## src/rtl/axi_host_initiator.sv

```systemverilog
// Single-outstanding AXI4 initiator: turns one simple read/write command into
// a single-beat AXI transaction and hands back one response per command.

package axi_host_initiator_pkg;
  typedef struct packed {
    logic [1:0]  id;
    logic [47:0] addr;
    logic [7:0]  len;
    logic [2:0]  size;
    logic [1:0]  burst;
    logic        lock;
    logic [3:0]  cache;
    logic [2:0]  prot;
    logic [3:0]  qos;
    logic [3:0]  region;
    logic [5:0]  atop;
    logic [0:0]  user;
  } aw_chan_t;

  typedef struct packed {
    logic [63:0] data;
    logic [7:0]  strb;
    logic        last;
    logic [0:0]  user;
  } w_chan_t;

  typedef struct packed {
    logic [1:0] id;
    logic [1:0] resp;
    logic [0:0] user;
  } b_chan_t;

  typedef struct packed {
    logic [1:0]  id;
    logic [47:0] addr;
    logic [7:0]  len;
    logic [2:0]  size;
    logic [1:0]  burst;
    logic        lock;
    logic [3:0]  cache;
    logic [2:0]  prot;
    logic [3:0]  qos;
    logic [3:0]  region;
    logic [0:0]  user;
  } ar_chan_t;

  typedef struct packed {
    logic [1:0]  id;
    logic [63:0] data;
    logic [1:0]  resp;
    logic        last;
    logic [0:0]  user;
  } r_chan_t;

  typedef struct packed {
    aw_chan_t aw;
    logic     aw_valid;
    w_chan_t  w;
    logic     w_valid;
    logic     b_ready;
    ar_chan_t ar;
    logic     ar_valid;
    logic     r_ready;
  } axi_req_t;

  typedef struct packed {
    logic    aw_ready;
    logic    ar_ready;
    logic    w_ready;
    logic    b_valid;
    b_chan_t b;
    logic    r_valid;
    r_chan_t r;
  } axi_rsp_t;
endpackage

// Handshakes: every channel transfers on the rising edge where valid & ready are
// both high; a raised valid and its payload hold until that edge.
module axi_host_initiator #(
  parameter int unsigned AddrWidth = 48,
  parameter int unsigned DataWidth = 64,
  parameter int unsigned IdWidth   = 2,
  parameter int unsigned UserWidth = 1,
  parameter int unsigned TxnId     = 0,
  parameter type req_t = axi_host_initiator_pkg::axi_req_t,
  parameter type rsp_t = axi_host_initiator_pkg::axi_rsp_t
) (
  input  logic                   clk_i,
  input  logic                   rst_ni,
  input  logic                   cmd_valid_i,
  output logic                   cmd_ready_o,
  input  logic                   cmd_write_i,
  input  logic [AddrWidth-1:0]   cmd_addr_i,
  input  logic [DataWidth-1:0]   cmd_wdata_i,
  input  logic [DataWidth/8-1:0] cmd_strb_i,
  output logic                   rsp_valid_o,
  input  logic                   rsp_ready_i,
  output logic [DataWidth-1:0]   rsp_rdata_o,
  output logic                   rsp_err_o,
  output req_t                   axi_req_o,
  input  rsp_t                   axi_rsp_i,
  output logic                   busy_o,
  output logic [2:0]             dbg_state_o
);

  localparam logic [2:0] BeatSize = 3'($clog2(DataWidth / 8));

  typedef enum logic [2:0] {
    IDLE, WR_ADDR_DATA, WR_RESP, RD_ADDR, RD_DATA, RESP
  } state_e;

  state_e                 state;
  logic                   aw_valid, w_valid, ar_valid, b_ready, r_ready;
  logic                   aw_done, w_done;
  logic [AddrWidth-1:0]   addr_q;
  logic [DataWidth-1:0]   wdata_q;
  logic [DataWidth/8-1:0] strb_q;
  logic                   aw_hs, w_hs, ar_hs;
  logic                   unused_rsp;

  assign aw_hs = aw_valid & axi_rsp_i.aw_ready;
  assign w_hs  = w_valid & axi_rsp_i.w_ready;
  assign ar_hs = ar_valid & axi_rsp_i.ar_ready;
  // IDs, r.last and user bits of the response are deliberately not inspected.
  assign unused_rsp = ^axi_rsp_i;

  always_ff @(posedge clk_i or negedge rst_ni) begin
    if (!rst_ni) begin
      state       <= IDLE;
      aw_valid    <= 1'b0;
      w_valid     <= 1'b0;
      ar_valid    <= 1'b0;
      b_ready     <= 1'b0;
      r_ready     <= 1'b0;
      aw_done     <= 1'b0;
      w_done      <= 1'b0;
      addr_q      <= '0;
      wdata_q     <= '0;
      strb_q      <= '0;
      rsp_valid_o <= 1'b0;
      rsp_rdata_o <= '0;
      rsp_err_o   <= 1'b0;
    end else begin
      case (state)
        IDLE: begin
          if (cmd_valid_i) begin
            addr_q  <= cmd_addr_i;
            wdata_q <= cmd_wdata_i;
            strb_q  <= cmd_strb_i;
            if (cmd_write_i) begin
              state    <= WR_ADDR_DATA;
              aw_valid <= 1'b1;
              w_valid  <= 1'b1;
            end else begin
              state    <= RD_ADDR;
              ar_valid <= 1'b1;
            end
          end
        end
        WR_ADDR_DATA: begin
          if (aw_hs) begin
            aw_valid <= 1'b0;
            aw_done  <= 1'b1;
          end
          if (w_hs) begin
            w_valid <= 1'b0;
            w_done  <= 1'b1;
          end
          // Both channels may complete in the same cycle or in either order.
          if ((aw_done | aw_hs) && (w_done | w_hs)) begin
            state   <= WR_RESP;
            b_ready <= 1'b1;
            aw_done <= 1'b0;
            w_done  <= 1'b0;
          end
        end
        WR_RESP: begin
          if (axi_rsp_i.b_valid) begin
            b_ready     <= 1'b0;
            rsp_err_o   <= axi_rsp_i.b.resp[1];
            rsp_rdata_o <= '0;
            rsp_valid_o <= 1'b1;
            state       <= RESP;
          end
        end
        RD_ADDR: begin
          if (ar_hs) begin
            ar_valid <= 1'b0;
            r_ready  <= 1'b1;
            state    <= RD_DATA;
          end
        end
        RD_DATA: begin
          if (axi_rsp_i.r_valid) begin
            r_ready     <= 1'b0;
            rsp_rdata_o <= axi_rsp_i.r.data;
            rsp_err_o   <= axi_rsp_i.r.resp[1];
            rsp_valid_o <= 1'b1;
            state       <= RESP;
          end
        end
        RESP: begin
          if (rsp_ready_i) begin
            rsp_valid_o <= 1'b0;
            state       <= IDLE;
          end
        end
        default: state <= IDLE;
      endcase
    end
  end

  assign cmd_ready_o = (state == IDLE);
  assign busy_o      = (state != IDLE);
  assign dbg_state_o = state;

  always_comb begin
    axi_req_o           = '0;
    axi_req_o.aw.id     = IdWidth'(TxnId);
    axi_req_o.aw.addr   = addr_q;
    axi_req_o.aw.size   = BeatSize;
    axi_req_o.aw.burst  = 2'b01;
    axi_req_o.aw.user   = UserWidth'(0);
    axi_req_o.aw_valid  = aw_valid;
    axi_req_o.w.data    = wdata_q;
    axi_req_o.w.strb    = strb_q;
    axi_req_o.w.last    = 1'b1;
    axi_req_o.w_valid   = w_valid;
    axi_req_o.b_ready   = b_ready;
    axi_req_o.ar.id     = IdWidth'(TxnId);
    axi_req_o.ar.addr   = addr_q;
    axi_req_o.ar.size   = BeatSize;
    axi_req_o.ar.burst  = 2'b01;
    axi_req_o.ar_valid  = ar_valid;
    axi_req_o.r_ready   = r_ready;
  end

endmodule

```

## config.mk

```make
export PLATFORM = sky130hd
export DESIGN_NAME = axi_host_initiator
export DESIGN_NICKNAME = d
export VERILOG_FILES = /design/src/rtl/axi_host_initiator.sv
export SDC_FILE = /design/constraint.sdc
export NUM_CORES = 1
export LEC_CHECK = 0
export BUFFER_PORTS_ARGS = -buffer_cell sky130_fd_sc_hd__buf_4
export CORE_AREA = 2 2 200 202
export DETAILED_ROUTE_END_ITERATION = 12
export DIE_AREA = 0 0 202 204
export GPL_TIMING_DRIVEN = 0
export PLACE_DENSITY_LB_ADDON = 0.1
export SYNTH_ARGS = -nofsm -noshare
export SYNTH_HDL_FRONTEND = slang
export SYNTH_SLANG_ARGS = --single-unit
```

## constraint.sdc

```tcl
create_clock -name clk_i -period 4.47 [get_ports clk_i]
set_input_delay 0.894 -clock clk_i [delete_from_list [all_inputs] [get_ports clk_i]]
set_output_delay 0.894 -clock clk_i [all_outputs]
set_load 0.02 [all_outputs]
```

# Word-level counts from Yosys, hierarchy flattened
# Cells that the tools add are included.
# totals
regBits	196
inputBits	205
out_inout_bits	316
wordCells	94
# op_classes
eq_ne	15
mux	38
bitwise_logic	5
n_reduce_logical	22
# op_table
operator	count
$mux 64	2
$pmux 64 s2	1
$mux 1	20
$mux 3	6
$ne 2x2->1 const B	9
$pmux 3 s6	1
$reduce_and 4->1	4
$reduce_bool 2->1	7
$pmux 1 s2	6
$reduce_and 3->1	3
$eq 3x2->1 const B	2
$eq 3x3->1 const B	2
$reduce_and 2->1	3
$reduce_and 6->1	1
$reduce_bool 3->1	2
$and 1x1->1	3
$eq 3x1->1 const B	1
$logic_not 3->1	1
$pmux 1 s3	1
$mux 2	1
$ne 2x1->1 const B	1
$or 1x1->1	2
$logic_and 1x1->1	1

# Longest topological paths before layout
# Gate-level depths: netlist of run 1.
# depth
word_depth	5
depth_mapped	7
mapped_depth_nobuf	4

# Worst setup path before layout of run 1
# No wires, ideal clock.
# synth_timing
kind	register to output
from	register state[2] (netlist: dbg_state_o[2])
to	output busy_o
arrival_time_ns	1.103
t_required_ns	3.576
path_slack_ns	2.473
path_stages_with_launch	4
cell_sequence	dfrtp_1 -> buf_6 -> nor3_4 -> inv_1
# synth_between
elab_chain_cells	1
# synth_lines
element	line_no	text
start, declared	112	state_e state;
start signal, assigned	129	state <= IDLE;
start signal, assigned	151	state <= WR_ADDR_DATA;
start signal, assigned	155	state <= RD_ADDR;
$reduce_bool 3->1	214	assign busy_o = (state != IDLE);
end, declared	102	output logic busy_o,
# No other way between the ends.

# Worst setup path in the final report of run 1
# Same ends and word-level chain as after synthesis.

==> results of run 1 <==
## worst reg2reg max path, cell delays in order (launching register included)
cell     delay, ns
dfrtp_1       0.41
buf_6         0.15
nor3_4        0.27
and2_4        0.23
buf_12        0.19
buf_12        0.20
mux2_4        0.32
## routing by layer
layer / part of all wire (%) / wire length, microns / global-route usage, % / up-vias
met1: 39 / 11660 / 16.10 / 3248
met5: 0.043 / 13 / 0 / -
met3: 7.9 / 2349 / 5.070 / 20
met4: 1.4 / 408 / 3.887 / 2
li1: - / - / - / 3324
met2: 52 / 15460 / 25.18 / 270
## power by group through the flow
| stage | clock (mW) | sequential (mW) | combinational [mW] |
|---|---|---|---|
| 6_report | 1.68 | 2.97 | 5.10 |
| 3_5_place_dp | 0 | 3.01 | 5.16 |
| 5_1_grt | 1.83 | 3.07 | 5.39 |
| 2_1_floorplan | 0 | 3.76 | 2.27 |
| 4_1_cts | 1.77 | 2.98 | 5.18 |
| 3_3_place_gp | 0 | 2.99 | 5.18 |
## area by class of cell
cell class / count / area, sq um
plain buffers: 163 / 1318
clock buffers: 17 / 425.4
clock inverters: 15 / 196.4
fillers: 3975 / 25150
inverters: 5 / 18.77
multi-input cells: 445 / 3184
flip-flops and latches: 196 / 4905
well taps: 525 / 656.9
repair buffers: 440 / 3331
## path summary, 6_finish.rpt
path | to | slack (ns) | depth (start not counted)
worst min-delay path | wdata_q[4] | 0.42 | 1
worst min register to register | rsp_rdata_o[13] | 0.48 | 2
worst max register to register | wdata_q[37] | 2.60 | 6
worst max-delay path | busy_o | 2.08 | 4
min in group clk_i | rsp_rdata_o[13] | 0.48 | 2
max in group asynchronous | addr_q[36] | 3.00 | 2
## registers in the layout (all words and copies together) (netlist names)
register / count
aw_valid: 1
r_ready: 1
w_done: 1
ar_valid: 1
wdata_q: 64
b_ready: 1
w_valid: 1
rsp_valid_o: 1
dbg_state_o: 3
strb_q: 8
rsp_rdata_o: 64
rsp_err_o: 1
aw_done: 1
addr_q: 48
## through the flow
| step | hold WS (ns) | util (%) | power [mW] | setup slack, ns | instance area, sq um |
|---|---|---|---|---|---|
| floorplan | 0.4692 | - | 6.025 | 2.473 | 9425 |
| global placement | 0.4635 | 34.14 | 8.170 | 0.8278 | 13380 |
| detailed placement | 0.4720 | 34.23 | 8.173 | 2.113 | 13410 |
| CTS | 0.4649 | 35.82 | 9.929 | 1.992 | 14030 |
| global route | 0.4683 | 35.82 | 10.29 | 1.944 | 14030 |
| finish | 0.4248 | 35.82 | 9.753 | 2.076 | 14030 |
## cells by family after synthesis
group / Yosys count
and+or+nand+nor: 159
muxes: 122
buffers and inverters: 168
DFF: 196
AOI/OAI and AO/OA: 92
other: 2
## placed cells by master, fill, tap and decap left out, drive strengths merged, types with 2 or more instances in the layout
master / instances
nor2: 7
a41oi: 2
bufinv: 3
a31oi: 6
inv: 10
and2: 2
o21ai: 69
clkbuf: 24
and3b: 2
mux2: 120
a21o: 3
nand2: 139
mux2i: 2
buf: 596
nor3: 4
dfrtp: 196
nor2b: 2
a21oi: 3
conb: 72
clkinvlp: 2
a211oi: 2
clkinv: 5
==> results.json, run 1 <==
{
  "status": "finished, final reports clean",
  "ys_seq_area_share_pct": 53.53,
  "finClkSkew_ns": 0.006486,
  "slew_viol_final": 0,
  "rsz0062_at_grt": "false",
  "tns_ns": 0,
  "synthCells": 739,
  "synth_area_leaders": "dfrtp_1 (54%), mux2_4 (16%), buf_4 (11%)",
  "clkLatencyLatePin_ns": 0.45,
  "numPortBuffers": 439,
  "syn_area_per_cell_sq_um": 12.40,
  "end_kind": "output pin",
  "arrival_ns": 1.50,
  "cpPeakStageDelay_ns": 0.41,
  "start_util_pct": 23.38,
  "period_share_pct": 53.56,
  "criticalPathCategory": "flop to output pin",
  "worst_slew_pin_slew_ns": 0.7827,
  "die_w_microns": 202,
  "drt_iter0_markers": 198,
  "synth_compound_area_share_pct": 5.653,
  "totalWireLength_mm": 29.89,
  "synthMostInstantiatedCell": "dfrtp_1",
  "holdBufCountCts": 0,
  "synth_area_sq_um": 9163,
  "cts_resized": 0,
  "synth_top_area_share_pct": 53.53,
  "cpMaxStageDelayCell": "dfrtp_1",
  "drive_above_1_share_pct": 58.94,
  "grt_pass1_vias": 6917,
  "power.share.clock_pct": 17.2,
  "path_max_fanout": 10,
  "dpl.hpwl_mm": 22.74,
  "period_minus_slack_ns": 2.394,
  "powerDensity_nw_per_um2": 694.9,
  "crit_path_start": "dbg_state_o[2]",
  "synth_enable_flop_cells": 0,
  "setup_viol": 0,
  "vias_per_cell": 3.801,
  "io_pins": 521,
  "irDropWorstVdd_mv": 0.2653,
  "synth_common_cells": "dfrtp_1 (196), nand2_1 (139), buf_4 (134)",
  "dp.cells": 1774,
  "path_clk_slew_ns": 0.08,
  "synth_cell_types": 40,
  "overflow": 0,
  "max_freq_mhz": 417.7,
  "cts_sinks": 196,
  "dieArea_sq_um": 41210,
  "grt_max_degree": 108,
  "timing.rr.start": "dbg_state_o[2]",
  "grt_pass1_wl_mm": 43.86,
  "drc": 0,
  "ys_warn_count": 0,
  "clockRootBuffer": "clkbuf_16",
  "path_cells": "buf_6 -> nor3_4 -> inv_1 -> buf_4",
  "wl_per_cell_microns": 16.55,
  "h-tree-depth": 4,
  "muxShareOfSynthArea_pct": 19.06,
  "cts_buffers": 17,
  "postSynth.asyncResetShare_pct": 100.0,
  "placementRows": 73,
  "hp-class": "input port to asynchronous set/reset pin",
  "synth_top_family_by_area": "multiplexers",
  "fin_nets": 1473,
  "synth_fa_ha_area_share_pct": 0,
  "maxCapViolCount": 0,
  "p_leak_nw": 7.076,
  "synthXorXnorAreaFrac_pct": 0,
  "crit_family": "flip-flops",
  "slew_headroom_pct": 47.82,
  "core_area_sq_um": 39180,
  "synthSimpleGateAreaFrac_pct": 7.087,
  "synth_largest_area_cell": "dfrtp_1",
  "cts_tree": "yes",
  "ys.flop_type": "dfrtp_1",
  "final_antenna_net_count": 0,
  "hold_viol_final": 0,
  "critical_path_required_ns": 3.58,
  "globalplace.congestion": 0.7325,
  "swShare_pct": 38.45,
  "num_vias": 6864,
  "grt_usage_pct": 14.20,
  "syn_to_final_growth_pct": 53.17,
  "cts_buffer_depth": 2,
  "final_cells": 1806,
  "startpoint_type": "flop",
  "worst-path-buf-inv": 3,
  "p_sw_mw": 3.750,
  "postCtsSetupBuffers": 0,
  "dieHeight_microns": 204,
  "p_comb_share_pct": 52.3,
  "synth_seq_cells": 196,
  "p_int_mw": 6.003,
  "diodes": 0,
  "p_seq_share_pct": 30.5,
  "first_pass_iters": 4,
  "grt_antenna_before_repair": 1
}
No activity file was read; power rests on OpenSTA's default activity.
==> inputs of run 2 (changes only) <==
--- a/config.mk
+++ b/config.mk
@@ -6,9 +6,9 @@
 export NUM_CORES = 1
 export LEC_CHECK = 0
 export BUFFER_PORTS_ARGS = -buffer_cell sky130_fd_sc_hd__buf_4
-export CORE_AREA = 2 2 200 202
+export CORE_AREA = 2 2 201 203
 export DETAILED_ROUTE_END_ITERATION = 12
-export DIE_AREA = 0 0 202 204
+export DIE_AREA = 0 0 203 205
 export GPL_TIMING_DRIVEN = 0
 export PLACE_DENSITY_LB_ADDON = 0.1
 export SYNTH_ARGS = -nofsm -noshare
==> constraint.sdc (replaced) <==
create_clock -name clk_i -period 2.4 [get_ports clk_i]
set_input_delay 0.48 -clock clk_i [delete_from_list [all_inputs] [get_ports clk_i]]
set_output_delay 0.48 -clock clk_i [all_outputs]
set_load 0.02 [all_outputs]
==> run 2 against run 1 <==
Effect of this change:
- utilization decreased by 0.26 points
- flip-flop and latch count unchanged
- critical path depth unchanged
- non-clock buffer count unchanged
- largest power group unchanged
- hold slack got worse by 0.38 ns
- cell count unchanged
- total power increased by 85%
- via count increased by 0.55%
- design area decreased by 0.28%
- critical endpoint unchanged
==> results.json, run 2 (synthesis gave the netlist of run 1 again) <==
{
  "status": "finished, final reports clean",
  "diodes": 0,
  "grt_antenna_before_repair": 0,
  "critical_path_required_ns": 1.92,
  "fin_nets": 1473,
  "criticalPathCategory": "flop to output pin",
  "path_max_fanout": 10,
  "grt_pass1_vias": 6927,
  "cts_sinks": 196,
  "overflow": 0,
  "vias_per_cell": 3.822,
  "final_antenna_net_count": 0,
  "cpMaxStageDelayCell": "dfrtp_1",
  "path_clk_slew_ns": 0.08,
  "core_area_sq_um": 39370,
  "p_sw_mw": 6.927,
  "dp.cells": 1774,
  "crit_path_start": "dbg_state_o[2]",
  "period_minus_slack_ns": 1.946,
  "dpl.hpwl_mm": 23.20,
  "postCtsSetupBuffers": 0,
  "max_freq_mhz": 514.0,
  "finClkSkew_ns": 0.01172,
  "h-tree-depth": 4,
  "nFillCells": 4004,
  "hp-class": "input port to asynchronous set/reset pin",
  "wl_per_cell_microns": 16.69,
  "slew_headroom_pct": 44.92,
  "drt_iter0_markers": 224,
  "cts_buffer_depth": 2,
  "grt_max_degree": 101,
  "layout_common_cells": "buf_4 (572), dfrtp_1 (196), nand2_1 (139), mux2_4 (100), conb_1 (72)",
  "cts_buffers": 17,
  "end_kind": "output pin",
  "p_comb_share_pct": 52.7,
  "layout_commonest_cell": "buf_4",
  "power.share.clock_pct": 16.4,
  "grt_usage_pct": 14.11,
  "first_pass_iters": 4,
  "globalplace.congestion": 0.7607,
  "maxCapViolCount": 0,
  "rsz0062_at_grt": "false",
  "irDropWorstVdd_mv": 0.4625,
  "drc": 0,
  "startpoint_type": "flop",
  "worst_slew_pin_slew_ns": 0.8262,
  "crit_family": "flip-flops",
  "start_util_pct": 23.27,
  "fin_area_sq_um": 14000,
  "numPortBuffers": 439,
  "cts_tree": "yes",
  "p_leak_nw": 7.065,
  "setup_ws_ns": 0.4543,
  "hold_viol_final": 0,
  "final_cells": 1806,
  "swShare_pct": 38.41,
  "timing.rr.start": "dbg_state_o[2]",
  "dieArea_sq_um": 41620,
  "reg.largest.list": "rsp_rdata_o: 64 flops, wdata_q: 64 flops, addr_q: 48 flops",
  "clockRootBuffer": "clkbuf_16",
  "drive_above_1_share_pct": 58.78,
  "worstRegToRegCells": 6,
  "cpPeakStageDelay_ns": 0.41,
  "dp_slack_ns": 0.4475,
  "placementRows": 73,
  "p_seq_share_pct": 30.8,
  "grt_pass1_wl_mm": 44.06,
  "io_pins": 521,
  "placedInstanceArea_sq_um": 13410,
  "path_cells": "buf_6 -> nor3_4 -> inv_1 -> buf_4",
  "reg2reg_to": "wdata_q[21]",
  "totalWireLength_mm": 30.14,
  "holdBufCountCts": 0,
  "slew_viol_final": 0,
  "p_int_mw": 11.11,
  "die_w_microns": 203,
  "rrSetupSlack_ns": 0.57,
  "powerDensity_nw_per_um2": 1289,
  "num_vias": 6902,
  "setup_viol": 0,
  "dieHeight_microns": 205,
  "period_share_pct": 81.07,
  "clkLatencyLatePin_ns": 0.44,
  "arrival_ns": 1.47,
  "syn_to_final_growth_pct": 52.75,
  "worst-path-buf-inv": 3,
  "cts_resized": 0
}
[run 2: cell count changes in the layout (fill, tap and decap cells not counted), sizes merged]
cell	change
bufinv	-1
clkbuf	+4
clkinv	-1
clkinvlp	-1
inv	-1
[run 2: worst max-delay path by stage]
stage	to	slack, ns	cells after the start
final	busy_o	0.45	4
after global routing	busy_o	0.32	4
after CTS	busy_o	0.38	4
after detailed placement	rsp_rdata_o[29]	0.45	6
after global placement	wdata_q[5]	-0.81	1
after floorplan	addr_q[0]	0.52	6
[run 2: power groups by stage]
stage | sequential, mW | combinational (mW) | clock, mW
floorplan | 7.00 | 4.23 | 0
global placement | 5.60 | 9.66 | 0
detailed placement | 5.63 | 9.64 | 0
CTS | 5.58 | 9.68 | 3.08
global route | 5.75 | 10.1 | 3.22
finish | 5.56 | 9.51 | 2.96
[run 2: area by class of cell]
class                      instances  area [sq um]  share of cell area (%)
sequential                       196          4905                   35.04
timing repair buffer             440          3331                   23.80
multi-input combinational        445          3184                   22.75
buffer                           163          1318                   9.414
tap                              525         656.9                   4.693
clock buffer                      21         460.4                   3.290
clock inverter                    11         122.6                  0.8761
inverter                           5         18.77                  0.1341
[run 2: worst register-to-register path: stages, from the launching register on]
cell and delay (ns):
dfrtp_1 0.41, buf_6 0.16, nor3_4 0.24, and2_4 0.21, buf_12 0.18, buf_12 0.20
mux2_4 0.32
[run 2: per-stage QoR]
stage	TNS, ns	utilization [%]	power, mW	hold WS (ns)
after floorplan	0	-	11.22	0.1844
after global placement	-151.27	33.98	15.26	0.4629
after detailed placement	0	34.07	15.27	0.4757
after CTS	0	35.55	18.34	0.08745
after global routing	0	35.55	19.06	0.08450
final	0	35.55	18.04	0.04216
[run 2: layer usage]
metal | track usage, % | wire (microns)
met3 | 5.011 | 2479
met4 | 3.363 | 292
met2 | 24.41 | 15320
met5 | 0 | 0
met1 | 16.70 | 12050
==> inputs of run 3 (changes only) <==
==> constraint.sdc (replaced) <==
create_clock -name clk_i -period 1.6 [get_ports clk_i]
set_input_delay 0.32 -clock clk_i [delete_from_list [all_inputs] [get_ports clk_i]]
set_output_delay 0.32 -clock clk_i [all_outputs]
set_load 0.02 [all_outputs]
==> run 3 against run 2 <==
Effect of this change:
- the run now ends with negative setup slack left
- sequential power increased by 50%
- wire length increased by 9.1%
- clock power increased by 61%
- clock-buffer cell count decreased by 1
- combinational power increased by 69%
- critical path depth increased by 3
- via count increased by 3.8%
- hold slack improved by 0.029 ns
- die area unchanged
- critical endpoint is now wdata_q[25]
==> results.json, run 3 (synthesis gave the netlist of run 1 again) <==
{
  "p_seq_share_pct": 28.6,
  "path_max_fanout": 5,
  "violations": "negative setup slack",
  "hold_viol_final": 0,
  "dieHeight_microns": 205,
  "rrSetupSlack_ns": -0.22,
  "p_int_mw": 18.23,
  "end_kind": "flop",
  "layout_common_cells": "buf_4 (571), dfrtp_1 (194), nand2_1 (131), mux2_4 (120), conb_1 (72)",
  "grt_max_degree": 100,
  "io_pins": 521,
  "syn_to_final_growth_pct": 67.81,
  "p_leak_nw": 7.686,
  "cts_buffers": 17,
  "first_pass_iters": 4,
  "powerDensity_nw_per_um2": 1899,
  "wl_per_cell_microns": 17.70,
  "nFillCells": 3907,
  "period_share_pct": 113.6,
  "setup_viol": 179,
  "cts_tree": "yes",
  "arrival_ns": 2.15,
  "rsz0062_at_grt": "true",
  "cts_sinks": 196,
  "status": "complete, but fails checks",
  "p_sw_mw": 10.97,
  "h-tree-depth": 4,
  "totalWireLength_mm": 32.89,
  "cpMaxStageDelayCell": "dfrtp_1",
  "swShare_pct": 37.57,
  "max_freq_mhz": 550.2,
  "slew_viol_final": 0,
  "grt_pass1_wl_mm": 47.04,
  "vias_per_cell": 3.855,
  "clkLatencyLatePin_ns": 0.45,
  "whs_path_depth": 2,
  "core_area_sq_um": 39370,
  "grt_pass1_vias": 7127,
  "die_w_microns": 203,
  "start_util_pct": 23.27,
  "grt_antenna_before_repair": 4,
  "utilization_pct": 39.06,
  "layout_commonest_cell": "buf_4",
  "finClkSkew_ns": 0.006985,
  "drt_iter0_markers": 233,
  "path_clk_slew_ns": 0.08,
  "maxCapViolCount": 0,
  "globalplace.congestion": 0.7277,
  "worstRegToRegCells": 7,
  "irDropWorstVdd_mv": 0.7364,
  "drive_above_1_share_pct": 63.26,
  "dieArea_sq_um": 41620,
  "grt_usage_pct": 15.29,
  "period_minus_slack_ns": 1.817,
  "criticalPathCategory": "flop to flop",
  "reg2reg_to": "wdata_q[25]",
  "hold_end": "rsp_valid_o",
  "placedInstanceArea_sq_um": 13420,
  "critical_path_required_ns": 1.93,
  "cpPeakStageDelay_ns": 0.40,
  "startpoint_type": "flop",
  "hold_start": "rsp_ready_i",
  "numPortBuffers": 439,
  "timing.rr.start": "dbg_state_o[2]",
  "overflow": 0,
  "placementRows": 73,
  "hp-class": "input port to flop",
  "power.share.clock_pct": 16.3,
  "dpl.hpwl_mm": 23.55,
  "p_comb_share_pct": 55.1,
  "fin_nets": 1523,
  "worst-path-buf-inv": 4,
  "cts_buffer_depth": 2,
  "drc": 0,
  "final_antenna_net_count": 0,
  "reg.largest.list": "rsp_rdata_o: 64 flops, wdata_q: 64 flops, addr_q: 48 flops",
  "slew_headroom_pct": 59.38,
  "path_cells": "buf_6 -> nor3_4 -> and2_4 -> buf_4 -> buf_12 -> clkbuf_16 -> mux2_4",
  "fin_area_sq_um": 15380,
  "worst_slew_pin_slew_ns": 0.6093,
  "crit_family": "buffers and inverters",
  "setup_ws_ns": -0.2174,
  "clockRootBuffer": "clkbuf_16",
  "num_vias": 7163
}
run 3: cell types whose count changed in the layout (fill, tap and decap cells not counted), moves of 8 or more:
cell,before,now
buf_6,1,16
o21ai_0,39,3
buf_8,1,13
o21ai_1,29,51
buf_2,10,2
clkbuf_16,17,28
nand2_1,139,131
o21ai_2,1,14
mux2_2,20,0
mux2_4,100,120
buf_12,11,26
buf_16,1,9
run 3: routing by layer:
layer | part of all wire (%) | track usage [%] | wire length, microns | up-vias
li1 | - | - | - | 3435
met1 | 40 | 17.96 | 13170 | 3405
met2 | 50 | 26.17 | 16530 | 297
met3 | 8.8 | 6.157 | 2908 | 22
met4 | 0.78 | 3.441 | 255 | 4
met5 | 0.070 | 0 | 23 | -
run 3: worst max-delay path by stage:
stage	startpoint	end	cells past startpoint
after floorplan	dbg_state_o[0]	addr_q[0]	6
after global placement	rst_ni	dbg_state_o[0]	1
after detailed placement	dbg_state_o[0]	wdata_q[44]	6
after CTS	dbg_state_o[2]	busy_o	5
after global routing	dbg_state_o[2]	addr_q[8]	7
final	dbg_state_o[2]	wdata_q[25]	7
run 3: power groups by stage:
stage | Sequential, mW | Clock, mW | Combinational [mW]
2_1_floorplan | 10.5 | 0 | 6.36
3_3_place_gp | 8.35 | 0 | 14.4
3_5_place_dp | 8.39 | 0 | 14.4
4_1_cts | 8.36 | 4.96 | 15.9
5_1_grt | 8.62 | 5.15 | 17.0
6_report | 8.34 | 4.77 | 16.1
run 3: what timing repair did:
| item | 4_1_cts | 5_1_grt |
|---|---|---|
| pin swaps | 21 | 10 |
| endpoints found under the setup margin | 189 | 287 |
| setup buffers | 28 | 6 |
| gates cloned | 11 | 10 |
| endpoints found under the hold margin | 97 | 0 |
| hold buffers | 1 | 0 |
| resized for setup | 151 | 40 |
run 3: stage by stage:
stage | setup WS [ns] | total power [mW] | hold slack, ns | setup TNS (ns) | cells
6_report | -0.2174 | 29.20 | 0.07133 | -24.21 | 1858
3_3_place_gp | -1.659 | 22.79 | 0.4629 | -329.77 | 1773
2_1_floorplan | -0.2526 | 16.85 | 0.02441 | -28.06 | 809
3_5_place_dp | -0.3268 | 22.82 | 0.4247 | -46.40 | 1774
5_1_grt | -0.2800 | 30.81 | 0.04152 | -38.04 | 1856
4_1_cts | -0.2384 | 29.17 | 0.03398 | -25.69 | 1844
run 3: final cells by class:
class / instances / area, sq um / area share (%)
antenna: 2 / 5.005 / 0.03255
buffer: 160 / 1515 / 9.854
clock buffer: 20 / 466.7 / 3.035
clock inverter: 12 / 168.9 / 1.099
inverter: 5 / 26.28 / 0.1709
multi-input combinational: 446 / 3401 / 22.12
sequential: 196 / 4907 / 31.91
tap: 525 / 656.9 / 4.272
timing repair buffer: 492 / 4229 / 27.50
